==> config.mk <==
export PLATFORM = sky130hd
export DESIGN_NAME = bank_read_sequencer
export DESIGN_NICKNAME = d
export VERILOG_FILES = /design/src/rtl/bank_read_sequencer.sv
export SDC_FILE = /design/constraint.sdc
export NUM_CORES = 1
export LEC_CHECK = 0
export CAP_MARGIN = 15
export CELL_PAD_IN_SITES_DETAIL_PLACEMENT = 1
export CELL_PAD_IN_SITES_GLOBAL_PLACEMENT = 1
export CORE_MARGIN = 3
export CORE_UTILIZATION = 39
export CTS_CLUSTER_SIZE = 16
export DETAILED_ROUTE_END_ITERATION = 8
export GPL_TIMING_DRIVEN = 0
export PLACE_DENSITY_LB_ADDON = 0.25
export SLEW_MARGIN = 0
export SYNTH_ARGS = -nofsm -noshare
export SYNTH_HDL_FRONTEND = slang
export SYNTH_SLANG_ARGS = --single-unit
==> constraint.sdc <==
create_clock -name wb_clk_i -period 4.65 [get_ports wb_clk_i]
set_input_delay 0.93 -clock wb_clk_i [delete_from_list [all_inputs] [get_ports wb_clk_i]]
set_output_delay 0.93 -clock wb_clk_i [all_outputs]
set_load 0.01 [all_outputs]
==> src/rtl/bank_read_sequencer.sv <==
// Round-robin read sequencer for the four-bank byte mux: grants one requester,
// steps the mux selects with a programmable settle time and returns a byte or word.
//
// state | meaning
// IDLE  | accepting requests, selects hold last value
// SEL   | selects driven, hold counter running toward the sample
// RESP  | one-cycle response pulse to the granted requester
module bank_read_sequencer #(
  parameter int unsigned HOLD_CYCLES = 1
) (
  input  logic        wb_clk_i,
  input  logic        wb_rst_i,
  input  logic [1:0]  req_valid_i,
  input  logic [3:0]  req_addr0_i,
  input  logic [3:0]  req_addr1_i,
  input  logic [1:0]  req_word_i,
  output logic [1:0]  req_ready_o,
  output logic [1:0]  rsp_valid_o,
  output logic [31:0] rsp_data_o,
  output logic [1:0]  bank_sel_o,
  output logic [1:0]  byte_sel_o,
  input  logic [7:0]  mux_data_i,
  output logic        busy_o
);

  typedef enum logic [1:0] {IDLE, SEL, RESP} state_e;

  localparam logic [3:0] HOLD_LOAD = 4'(HOLD_CYCLES - 1);

  state_e      state_q;
  logic        id_q;
  logic        word_q;
  logic        last_grant_q;
  logic [3:0]  cnt_q;
  logic [1:0]  beat_q;
  logic [1:0]  bank_q;
  logic [1:0]  byte_q;
  logic [31:0] data_q;
  logic [1:0]  rsp_valid_q;

  logic [1:0]  grant_d;
  logic        gid_d;
  logic [3:0]  addr_d;
  logic        word_d;

  // Tie goes to the requester that was not served last.
  always_comb begin
    grant_d = 2'b00;
    if (state_q == IDLE && !wb_rst_i) begin
      case (req_valid_i)
        2'b01:   grant_d = 2'b01;
        2'b10:   grant_d = 2'b10;
        2'b11:   grant_d = last_grant_q ? 2'b01 : 2'b10;
        default: grant_d = 2'b00;
      endcase
    end
  end

  assign gid_d  = grant_d[1];
  assign addr_d = gid_d ? req_addr1_i : req_addr0_i;
  assign word_d = req_word_i[gid_d];

  always_ff @(posedge wb_clk_i or posedge wb_rst_i) begin
    if (wb_rst_i) begin
      state_q      <= IDLE;
      id_q         <= 1'b0;
      word_q       <= 1'b0;
      last_grant_q <= 1'b1;
      cnt_q        <= 4'd0;
      beat_q       <= 2'd0;
      bank_q       <= 2'd0;
      byte_q       <= 2'd0;
      data_q       <= 32'd0;
      rsp_valid_q  <= 2'b00;
    end else begin
      rsp_valid_q <= 2'b00;
      case (state_q)
        IDLE: begin
          if (grant_d != 2'b00) begin
            id_q         <= gid_d;
            last_grant_q <= gid_d;
            word_q       <= word_d;
            bank_q       <= addr_d[3:2];
            byte_q       <= word_d ? 2'd0 : addr_d[1:0];
            beat_q       <= 2'd0;
            cnt_q        <= HOLD_LOAD;
            state_q      <= SEL;
          end
        end
        SEL: begin
          if (cnt_q != 4'd0) begin
            cnt_q <= cnt_q - 4'd1;
          end else if (!word_q) begin
            data_q      <= {24'd0, mux_data_i};
            rsp_valid_q <= id_q ? 2'b10 : 2'b01;
            state_q     <= RESP;
          end else begin
            data_q[{beat_q, 3'b000} +: 8] <= mux_data_i;
            beat_q <= beat_q + 2'd1;
            if (beat_q == 2'd3) begin
              rsp_valid_q <= id_q ? 2'b10 : 2'b01;
              state_q     <= RESP;
            end else begin
              byte_q <= beat_q + 2'd1;
              cnt_q  <= HOLD_LOAD;
            end
          end
        end
        RESP:    state_q <= IDLE;
        default: state_q <= IDLE;
      endcase
    end
  end

  assign req_ready_o = grant_d;
  assign rsp_valid_o = rsp_valid_q;
  assign rsp_data_o  = data_q;
  assign bank_sel_o  = bank_q;
  assign byte_sel_o  = byte_q;
  assign busy_o      = (state_q != IDLE);

endmodule

[After elaboration in Yosys (flattened, before gate mapping)]
Cells that the tools add are included.
Word-level totals
  flip-flop bits (word level): 49
  input port bits: 22
  output and inout bits: 41
  word-level logic and storage cells: 75
Cells by class
  add/subtract/negate cells: 3
  order comparisons: 1
  equality and inequality tests: 12
  shift-type cells: 2
  mux-type cells: 33
  bitwise gates (word level): 1
  reduce and logical (&&, ||, !) cells: 13
Operators with widths (count)
  2-to-1 mux 2 bit: 19
  bitwise mux 32 bit: 1
  2-to-1 mux 32 bit: 1
  variable shift 8 x 7 -> 32 bit (first input constant): 1
  indexed part select 8 x 7 -> 32 bit: 1
  2-to-1 mux 4 bit: 5
  case mux 2 bit (2 select lines): 3
  != test 3 bit (second input constant): 3
  case mux 4 bit (2 select lines): 1
  AND reduction 4 bit: 2
  negator 5 -> 7 bit: 1
  equality test 2 bit (second input constant): 3
  != test 2 bit (second input constant): 3
  case mux 2 bit (3 select lines): 1
  nonzero test 2 bit: 3
  AND reduction 5 bit: 1
  equality test 2 x 1 -> 1 bit (second input constant): 2
  AND reduction 2 bit: 2
  nonzero test 4 bit: 1
  subtractor 4 x 1 -> 4 bit (second input constant): 1
  AND reduction 3 bit: 1
  adder 2 x 1 -> 2 bit (second input constant): 1
  logical NOT 2 bit: 1
  < comparator 1 x 2 -> 1 bit (second input constant): 1
  5 further kinds: 6

[Depth between registers and ports, before layout]
Gate-level depths: netlist of the first run.
  word-level depth: 8
  gate-level depth with buffers: 7
  depth with buffers taken out: 6

[Worst setup path after synthesis of the first run]
OpenSTA, ideal clock, no wires.
  path type: input -> output
  from: input port wb_rst_i
  to: output port req_ready_o[1]
  arrival time: 1.434 ns
  data required time: 3.720 ns
  path slack: 2.286 ns
  stages: 3
  buffers on the path: 0
  cells stage by stage: nor3_2 -> nand2_1 -> inv_2
Between the ends
  cells in the longest elaborated chain, start to end: 3
RTL lines
  start, declared: RTL line 12  | input logic wb_rst_i,
  logical NOT 1 bit (no source line)
  logical AND 1 bit: RTL line 49  | if (state_q == IDLE && !wb_rst_i) begin
  2-to-1 mux 2 bit: RTL line 49
  end, declared: RTL line 17  | output logic [1:0] req_ready_o,
No other way between the ends.

[Worst setup path in the final report of the first run]
Same ends and word-level chain as after synthesis.

==> results of run 1 <==
==> tightest hold or removal path, cell delays in order (launching register included) <==
cell,delay [ps]
sky130_fd_sc_hd__dfstp_2,380
sky130_fd_sc_hd__nand2_1,50
sky130_fd_sc_hd__nand2_1,40
==> layer usage <==
metal,up-vias,track usage
li1,899,-
met1,947,0.254
met2,45,0.316
met3,4,0.0406
met4,0,0.0548
met5,-,0
==> stage by stage <==
step	worst slack (ps)	util	cells	hold WS (ps)	power [W]
floorplan	2290	-	215	427	0.00125
CTS	1100	0.554	357	478	0.00197
global placement	1140	0.534	349	460	0.00166
global route	969	0.554	357	509	0.00210
finish	1120	0.554	357	473	0.00195
detailed placement	1130	0.537	350	466	0.00170
==> synthesized netlist by cell type (all sizes together), types with 2 or more instances <==
| library cell | instances |
|---|---|
| and2 | 2 |
| a21boi | 2 |
| inv | 20 |
| nand2 | 30 |
| or2 | 2 |
| nor3 | 5 |
| nor2b | 2 |
| nor4b | 2 |
| dfrtp | 48 |
| a22o | 13 |
| buf | 3 |
| o21ai | 27 |
| mux2i | 3 |
| a21oi | 3 |
| nand2b | 2 |
| nor2 | 5 |
| ha | 8 |
| nand3 | 16 |
| o31ai | 3 |
| o211a | 2 |
==> area by class of cell <==
cell class | count | share of cell area
sequential | 49 | 0.400
clock buffer | 6 | 0.0269
buffer | 4 | 0.00612
multi-input combinational | 142 | 0.302
tap | 72 | 0.0294
timing repair buffer | 63 | 0.209
clock inverter | 1 | 0.00245
inverter | 20 | 0.0245
==> sequential cells by signal, indices dropped and copies added (netlist names) <==
| register | flops |
|---|---|
| rsp_data_o | 32 |
| state_q | 2 |
| beat_q | 2 |
| cnt_q | 4 |
| id_q | 1 |
| last_grant_q | 1 |
| word_q | 1 |
| bank_sel_o | 2 |
| rsp_valid_o | 2 |
| byte_sel_o | 2 |
==> cell families after synthesis <==
group | Yosys count | share of synthesized area
adders and majority gates | 8 | 0.0445
buffers and inverters | 24 | 0.0418
AOI/OAI and AO/OA | 56 | 0.166
muxes | 3 | 0.0134
and+or+nand+nor | 75 | 0.188
DFF | 49 | 0.546
==> how the worst min path moves through the flow <==
stage	slack (ps)	to	depth (start not counted)	from
3_3_place_gp	460	last_grant_q	2	last_grant_q
2_1_floorplan	430	rsp_valid_o[0]	1	id_q
6_report	470	last_grant_q	2	last_grant_q
4_1_cts	480	last_grant_q	2	last_grant_q
5_1_grt	510	last_grant_q	2	last_grant_q
3_5_place_dp	470	last_grant_q	2	last_grant_q
==> power by group through the flow <==
| stage | Clock, W | Combinational [W] | Sequential (W) |
|---|---|---|---|
| floorplan | 0 | 0.000473 | 0.000777 |
| detailed placement | 0 | 0.000962 | 0.000742 |
| finish | 0.000260 | 0.000958 | 0.000732 |
| CTS | 0.000266 | 0.000971 | 0.000736 |
| global route | 0.000279 | 0.00107 | 0.000759 |
| global placement | 0 | 0.000929 | 0.000734 |
==> cells in the final DEF (no fill, tap or decap), drive strengths merged, types with 3 or more instances in the layout <==
master          n
a21oi           3
inv            20
o31ai           3
mux2i           3
buf             4
nand3          16
nor3            5
clkdlybuf4s50  62
nand2          30
nor2            5
dfrtp          48
clkbuf          7
o21ai          27
a22o           13
ha              8
==> impl_metrics.json, run 1 <==
{
  "floorplan.io_pins": 63,
  "syn-cell-area_mm2": 0.00225,
  "clk-insertion-delay-late_ps": 300,
  "period_share": 0.758,
  "first_global_vias": 1978,
  "measured_slew_at_the_worst_slew_check_pin_ps": 890,
  "ordered_list_of_cells_on_the_worst_path": "clkdlybuf4s50_1, nor3_2, nand2_1, inv_2, clkdlybuf4s50_1",
  "maxCapViolCount": 0,
  "share_comb_of_total_power": 0.491,
  "path_depth": 5,
  "route.met3.wl_um": 280,
  "yosys.area.top_type": "sky130_fd_sc_hd__dfrtp_1",
  "synth.distinct_cells": 44,
  "timing.critical_path.required_ps": 3720,
  "timing.slew.headroom": 0.402,
  "top_cells_by_area_in_the_synthesized_netlist": "sky130_fd_sc_hd__dfrtp_1, sky130_fd_sc_hd__o21ai_1, sky130_fd_sc_hd__a22o_1",
  "postLayoutCellArea_mm2": 0.00307,
  "critPathCapture": "req_ready_o[1]",
  "tritoncts": "yes",
  "cts-htree-levels": 2,
  "end_of_the_worst_register_to_register_path": "rsp_data_o[10]",
  "fmax_achieved_mhz": 284,
  "flow.area_growth_from_synthesis_pct": 36.5,
  "mappedNetlistNets": 245,
  "diodes": 0,
  "setup_viol": 0,
  "floorplan.die.height_um": 81.9,
  "highest-signal-layer": "met4",
  "clockBufferDepth": 2,
  "nFillCells": 640,
  "synth_flop_cell": "sky130_fd_sc_hd__dfrtp_1",
  "timing.critical_path.mode_cell": "sky130_fd_sc_hd__clkdlybuf4s50_1",
  "core_area_mm2": 0.00554,
  "cell_rows": 27,
  "crit_arrival_ps": 2600,
  "cellLeakagePower_nw": 1.32,
  "placed_cell_area_mm2": 0.00298,
  "critPathCaptureType": "output pin",
  "grt_pass1_wl_mm": 9.78,
  "clk_pin_slew_worst_paths_ps": 90,
  "startpoint_type": "primary input",
  "setup-tns-final_ps": 0,
  "numCtsBuffers": 5,
  "count_of_antenna_violating_nets_left_after_detailed_routing": 0,
  "r2r_cells": 6,
  "post_synth_edffs": 0,
  "critical_path.max_stage_delay_ps": 530,
  "rsz0062_at_grt": "false",
  "clock_skew_ps": 4.55,
  "p_clk_frac": 0.133,
  "post_drt_wl_per_cell_um": 16.6,
  "synth.yosys.warnings": 0,
  "area_occupied_by_multi_input_gates_um2": 926,
  "regToRegSetupSlack_ps": 2350,
  "yosysTopAreaCellShare": 0.535,
  "status": "completed",
  "worstSetupStartpoint": "wb_rst_i",
  "p_seq_frac": 0.375,
  "synth-seq-cells": 49,
  "critical_path_peak_fanout": 6,
  "drc_violations_left": 0,
  "dr_total_vias": 1895,
  "routedLengthMet1_mm": 2.69,
  "asyncSetResetFlopFracSynth": 1.00,
  "crit_buf_inv": 3,
  "routed_wl_mm": 5.93,
  "avgViaCountPerCell": 5.31,
  "overflow": 0,
  "synthesis.area_per_instance_um2": 10.5,
  "placement.io_buffers": 62,
  "initial_core_util": 0.406,
  "path_delay_family": "buffers and inverters",
  "crit_slowest_cell": "sky130_fd_sc_hd__clkdlybuf4s50_1",
  "total_switching_power_w": 0.000759,
  "report.final.slew_viol_count": 0,
  "drt_pass1_iterations": 4,
  "powerDensity_mw_per_mm2": 636,
  "post_cts.resized_instances": 0,
  "number_of_antenna_violations_at_the_first_check_in_global_routing": 0,
  "class_of_the_tightest_hold_or_removal_check": "reg -> reg",
  "worstSetupPathType": "in -> out",
  "p_sw_frac": 0.389,
  "dieArea_mm2": 0.00671,
  "largest_net_degree_at_the_start_of_global_routing": 27,
  "grt_use_total": 0.192,
  "post-cts-setup-buffer-count": 0,
  "detailroute.wirelength.met2_mm": 2.90,
  "cts_root_buf": "sky130_fd_sc_hd__clkbuf_8",
  "dr.first_iter.drc_count": 72,
  "drive_gt1_frac": 0.0947,
  "p_int_w": 0.00119,
  "globalplace.congestion": 0.740,
  "reg_to_reg_critical_path_startpoint": "beat_q[0]",
  "cts_hold_buf": 0,
  "clock-sinks": 49,
  "finalHoldViolCount": 0,
  "vdd_drop_max_mv": 0.271,
  "floorplan.die.width_um": 81.9,
  "place_hpwl_mm": 4.51,
  "synth-seq-area-share": 0.546,
  "finalNetCount": 315,
  "synthCells": 215,
  "final-seq-area_mm2": 0.00123,
  "period_needed_ps": 3530
}
(Power assumes the default switching activity.)
==> run 2, diff against run 1 <==
--- a/config.mk
+++ b/config.mk
@@ -9,7 +9,7 @@
 export CELL_PAD_IN_SITES_DETAIL_PLACEMENT = 1
 export CELL_PAD_IN_SITES_GLOBAL_PLACEMENT = 1
 export CORE_MARGIN = 3
-export CORE_UTILIZATION = 39
+export CORE_UTILIZATION = 36
 export CTS_CLUSTER_SIZE = 16
 export DETAILED_ROUTE_END_ITERATION = 8
 export GPL_TIMING_DRIVEN = 0
==> constraint.sdc (replaced) <==
create_clock -name wb_clk_i -period 3.7 [get_ports wb_clk_i]
set_input_delay 0.74 -clock wb_clk_i [delete_from_list [all_inputs] [get_ports wb_clk_i]]
set_output_delay 0.74 -clock wb_clk_i [all_outputs]
set_load 0.01 [all_outputs]
==> impl_metrics.json, run 2 (synthesis gave the netlist of run 1 again) <==
{
  "status": "completed",
  "largest_register_ffs": 32,
  "cts_hold_buf": 0,
  "startpoint_type": "primary input",
  "drt_pass1_iterations": 4,
  "postLayoutCellArea_mm2": 0.00307,
  "routed_wl_mm": 5.81,
  "initial_core_util": 0.375,
  "setup_slack_ps": 534,
  "floorplan.die.width_um": 85.0,
  "largest_net_degree_at_the_start_of_global_routing": 27,
  "powerDensity_mw_per_mm2": 795,
  "dr_total_vias": 1874,
  "clk-insertion-delay-late_ps": 310,
  "critical_path_peak_fanout": 6,
  "floorplan.io_pins": 63,
  "dr.first_iter.drc_count": 93,
  "timing.critical_path.required_ps": 2960,
  "timing.slew.headroom": 0.417,
  "number_of_antenna_violations_at_the_first_check_in_global_routing": 0,
  "drc_violations_left": 0,
  "crit_arrival_ps": 2430,
  "cell_rows": 28,
  "rsz0062_at_grt": "false",
  "flow.area_growth_from_synthesis_pct": 36.5,
  "class_of_the_tightest_hold_or_removal_check": "reg -> reg",
  "vdd_drop_max_mv": 0.262,
  "fmax_achieved_mhz": 316,
  "period_share": 0.856,
  "mostFrequentLayoutCell": "sky130_fd_sc_hd__clkdlybuf4s50_1",
  "avgViaCountPerCell": 5.19,
  "worstSetupPathType": "in -> out",
  "dpl_worst_slack_ps": 552,
  "final-seq-area_mm2": 0.00123,
  "dieArea_mm2": 0.00723,
  "tritoncts": "yes",
  "clock-sinks": 49,
  "count_of_antenna_violating_nets_left_after_detailed_routing": 0,
  "setup-tns-final_ps": 0,
  "report.final.slew_viol_count": 0,
  "numCtsBuffers": 5,
  "commonest_non_fill_non_tap_cells_in_the_layout": "sky130_fd_sc_hd__clkdlybuf4s50_1, sky130_fd_sc_hd__dfrtp_1, sky130_fd_sc_hd__nand2_1, sky130_fd_sc_hd__o21ai_1, sky130_fd_sc_hd__inv_1",
  "post_drt_wl_per_cell_um": 16.1,
  "clk_pin_slew_worst_paths_ps": 80,
  "clockBufferDepth": 2,
  "cellLeakagePower_nw": 1.32,
  "finalNetCount": 315,
  "placement.io_buffers": 62,
  "placed_cell_area_mm2": 0.00298,
  "grt_use_total": 0.171,
  "diodes": 0,
  "area_occupied_by_multi_input_gates_um2": 926,
  "cts_root_buf": "sky130_fd_sc_hd__clkbuf_8",
  "clock_skew_ps": 11.3,
  "setup_viol": 0,
  "finalHoldViolCount": 0,
  "final_core_occ": 0.512,
  "period_needed_ps": 3170,
  "post_cts.resized_instances": 0,
  "floorplan.die.height_um": 85.0,
  "post-cts-setup-buffer-count": 0,
  "measured_slew_at_the_worst_slew_check_pin_ps": 868,
  "grt_pass1_wl_mm": 9.80,
  "cts-htree-levels": 2,
  "drive_gt1_frac": 0.0944,
  "place_hpwl_mm": 4.43,
  "maxCapViolCount": 0,
  "core_area_mm2": 0.00599,
  "overflow": 0,
  "first_global_vias": 1970,
  "globalplace.congestion": 0.762,
  "nFillCells": 673,
  "critPathCaptureType": "output pin"
}
==> run 2: cell count changes in the layout (fill, tap and decap cells not counted), sizes merged <==
cell	before	now
inv	20	21
clkinv	0	1
clkinvlp	1	0
==> run 2: metrics by stage <==
step	total power [W]	hold WS, ps	instances
5_1_grt	0.00263	496	361
3_3_place_gp	0.00210	456	352
3_5_place_dp	0.00214	464	353
2_1_floorplan	0.00157	427	215
4_1_cts	0.00247	478	361
6_report	0.00244	470	361
==> run 2: layout make-up <==
type                       count  area share
timing repair buffer          63       0.209
sequential                    49       0.400
clock buffer                   6      0.0237
inverter                      20      0.0245
clock inverter                 2     0.00449
tap                           75      0.0306
buffer                         4     0.00612
multi-input combinational    142       0.302
==> run 2: worst paths after layout <==
kind | start | to | slack [ps] | cells after the start
hold reg to reg | last_grant_q | last_grant_q | 470 | 2
setup / recovery | wb_rst_i | req_ready_o[1] | 530 | 5
setup reg to reg | beat_q[0] | rsp_data_o[14] | 1380 | 6
max in group asynchronous | wb_rst_i | rsp_data_o[7] | 2280 | 3
hold / removal | last_grant_q | last_grant_q | 470 | 2
min in group asynchronous | wb_rst_i | rsp_data_o[28] | 900 | 2
==> run 2: critical path, stage by stage <==
cell	delay, ps
sky130_fd_sc_hd__clkdlybuf4s50_1	490
sky130_fd_sc_hd__nor3_2	300
sky130_fd_sc_hd__nand2_1	280
sky130_fd_sc_hd__inv_2	90
sky130_fd_sc_hd__clkdlybuf4s50_1	530
==> run 2: per-layer routing <==
| metal | vias to the layer above | part of all wire | routed length [µm] | global-route usage |
|---|---|---|---|---|
| li1 | 897 | - | - | - |
| met1 | 938 | 0.48 | 2760 | 0.229 |
| met2 | 33 | 0.48 | 2780 | 0.278 |
| met3 | 6 | 0.030 | 176 | 0.0350 |
| met4 | 0 | 0.015 | 85 | 0.0561 |
| met5 | - | 0 | 0 | 0 |
==> run 2: report_power, final <==
part / internal, W / switching [W]
Sequential: 0.000759 / 0.000158
Combinational: 0.000590 / 0.000611
Clock: 0.000135 / 0.000185
==> run 3, diff against run 2 <==
--- a/config.mk
+++ b/config.mk
@@ -12,7 +12,6 @@
 export CORE_UTILIZATION = 36
 export CTS_CLUSTER_SIZE = 16
 export DETAILED_ROUTE_END_ITERATION = 8
-export GPL_TIMING_DRIVEN = 0
 export PLACE_DENSITY_LB_ADDON = 0.25
 export SLEW_MARGIN = 0
 export SYNTH_ARGS = -nofsm -noshare
==> impl_metrics.json, run 3 (synthesis gave the netlist of run 1 again) <==
{
  "floorplan.die.height_um": 85.0,
  "core_area_mm2": 0.00599,
  "status": "completed",
  "crit_slowest_cell": "sky130_fd_sc_hd__clkdlybuf4s50_1",
  "timing.critical_path.required_ps": 2960,
  "crit_arrival_ps": 2380,
  "numCtsBuffers": 5,
  "routed_wl_mm": 5.83,
  "globalplace.congestion": 0.739,
  "floorplan.io_pins": 63,
  "timing.slew.headroom": 0.277,
  "drc_violations_left": 0,
  "cell_rows": 28,
  "placement.io_buffers": 62,
  "critPathCapture": "req_ready_o[1]",
  "worstSetupPathType": "in -> out",
  "critical_path_peak_fanout": 6,
  "avgViaCountPerCell": 5.18,
  "cts-htree-levels": 2,
  "setup-tns-final_ps": 0,
  "largest_register_ffs": 32,
  "post-cts-setup-buffer-count": 0,
  "count_of_antenna_violating_nets_left_after_detailed_routing": 0,
  "dpl.cell_count": 349,
  "cellLeakagePower_nw": 1.31,
  "finalHoldViolCount": 0,
  "number_of_antenna_violations_at_the_first_check_in_global_routing": 0,
  "place_hpwl_mm": 4.33,
  "flow.area_growth_from_synthesis_pct": 36.2,
  "measured_slew_at_the_worst_slew_check_pin_ps": 1080,
  "clock-sinks": 49,
  "critical_path.max_stage_delay_ps": 530,
  "tritoncts": "yes",
  "drt_pass1_iterations": 4,
  "clockBufferDepth": 2,
  "powerDensity_mw_per_mm2": 790,
  "floorplan.die.width_um": 85.0,
  "dieArea_mm2": 0.00723,
  "worstSetupStartpoint": "wb_rst_i",
  "layout.cells.non_filler": 358,
  "commonest_non_fill_non_tap_cells_in_the_layout": "sky130_fd_sc_hd__clkdlybuf4s50_1, sky130_fd_sc_hd__dfrtp_1, sky130_fd_sc_hd__nand2_1, sky130_fd_sc_hd__o21ai_1, sky130_fd_sc_hd__inv_1",
  "timing.critical_path.mode_cell": "sky130_fd_sc_hd__clkdlybuf4s50_1",
  "dr.first_iter.drc_count": 92,
  "dr_total_vias": 1854,
  "fmax_achieved_mhz": 320,
  "grt_pass1_wl_mm": 9.90,
  "initial_core_util": 0.375,
  "end_of_the_worst_register_to_register_path": "rsp_data_o[14]",
  "diodes": 0,
  "finalNetCount": 312,
  "setup_viol": 0,
  "period_needed_ps": 3120,
  "post_cts.resized_instances": 0,
  "r2r_cells": 6,
  "rsz0062_at_grt": "false",
  "first_global_vias": 2005,
  "regToRegSetupSlack_ps": 1320,
  "largest_net_degree_at_the_start_of_global_routing": 50,
  "report.final.slew_viol_count": 0,
  "cts_hold_buf": 0,
  "clk_pin_slew_worst_paths_ps": 80,
  "mostFrequentLayoutCell": "sky130_fd_sc_hd__clkdlybuf4s50_1",
  "nFillCells": 674,
  "cts_root_buf": "sky130_fd_sc_hd__clkbuf_8",
  "vdd_drop_max_mv": 0.311,
  "reg_to_reg_critical_path_startpoint": "beat_q[0]",
  "clock_skew_ps": 5.16,
  "critPathCaptureType": "output pin",
  "maxCapViolCount": 0,
  "overflow": 0,
  "ordered_list_of_cells_on_the_worst_path": "clkdlybuf4s50_1, nor3_2, nand2_1, inv_2, clkdlybuf4s50_1",
  "startpoint_type": "primary input",
  "drive_gt1_frac": 0.0848,
  "clk-insertion-delay-late_ps": 300,
  "class_of_the_tightest_hold_or_removal_check": "reg -> reg",
  "period_share": 0.844,
  "post_drt_wl_per_cell_um": 16.3,
  "grt_use_total": 0.170
}
==> run 3: changes by cell type in the layout (fill, tap and decap cells not counted), sizes merged <==
cell      delta
clkinv       -1
inv          -1
buf          -2
clkinvlp     +1
==> run 3: per-layer routing <==
metal	vias to the layer above	part of all wire	global-route usage
li1	893	-	-
met1	919	0.48	0.248
met5	-	0	0
met4	0	0.0084	0.0388
met2	37	0.49	0.269
met3	5	0.030	0.0233
==> run 3: area by class of cell <==
type	instances	area (µm²)	share of cell area
clock inverter	1	7.51	0.00245
timing repair buffer	64	656	0.214
multi-input combinational	142	926	0.302
clock buffer	7	76.3	0.0249
inverter	20	75.1	0.0245
tap	75	93.8	0.0306
sequential	49	1230	0.401
==> run 3: worst max-delay path, delay by kind of cell <==
kind / cells / cell delay (ps)
and+or+nand+nor: 2 / 540
buffers and inverters: 3 / 1100
==> run 3: worst min-delay path by stage <==
stage                             from             end  slack [ps]  cells after the start
after floorplan                   id_q  rsp_valid_o[0]         430                      1
after global placement    last_grant_q    last_grant_q         460                      2
after detailed placement  last_grant_q    last_grant_q         460                      2
after CTS                 last_grant_q    last_grant_q         480                      2
after global routing      last_grant_q    last_grant_q         500                      2
final                     last_grant_q    last_grant_q         480                      2
==> run 3: power breakdown <==
group | total, W | leakage [nW] | switching, W | internal [W]
sequential | 0.000921 | 0.644 | 0.000162 | 0.000759
clock | 0.000307 | 0.0385 | 0.000173 | 0.000134
combinational | 0.00119 | 0.624 | 0.000603 | 0.000586
==> run 3: metrics by stage <==
step	util	total power, W	cell area (µm²)	setup WS (ps)	hold WS, ps
2_1_floorplan	-	0.00157	2250	1720	427
3_3_place_gp	0.492	0.00209	2950	618	457
3_5_place_dp	0.492	0.00213	2950	601	463
4_1_cts	0.506	0.00244	3030	579	479
5_1_grt	0.511	0.00262	3060	470	502
6_report	0.511	0.00242	3060	576	475
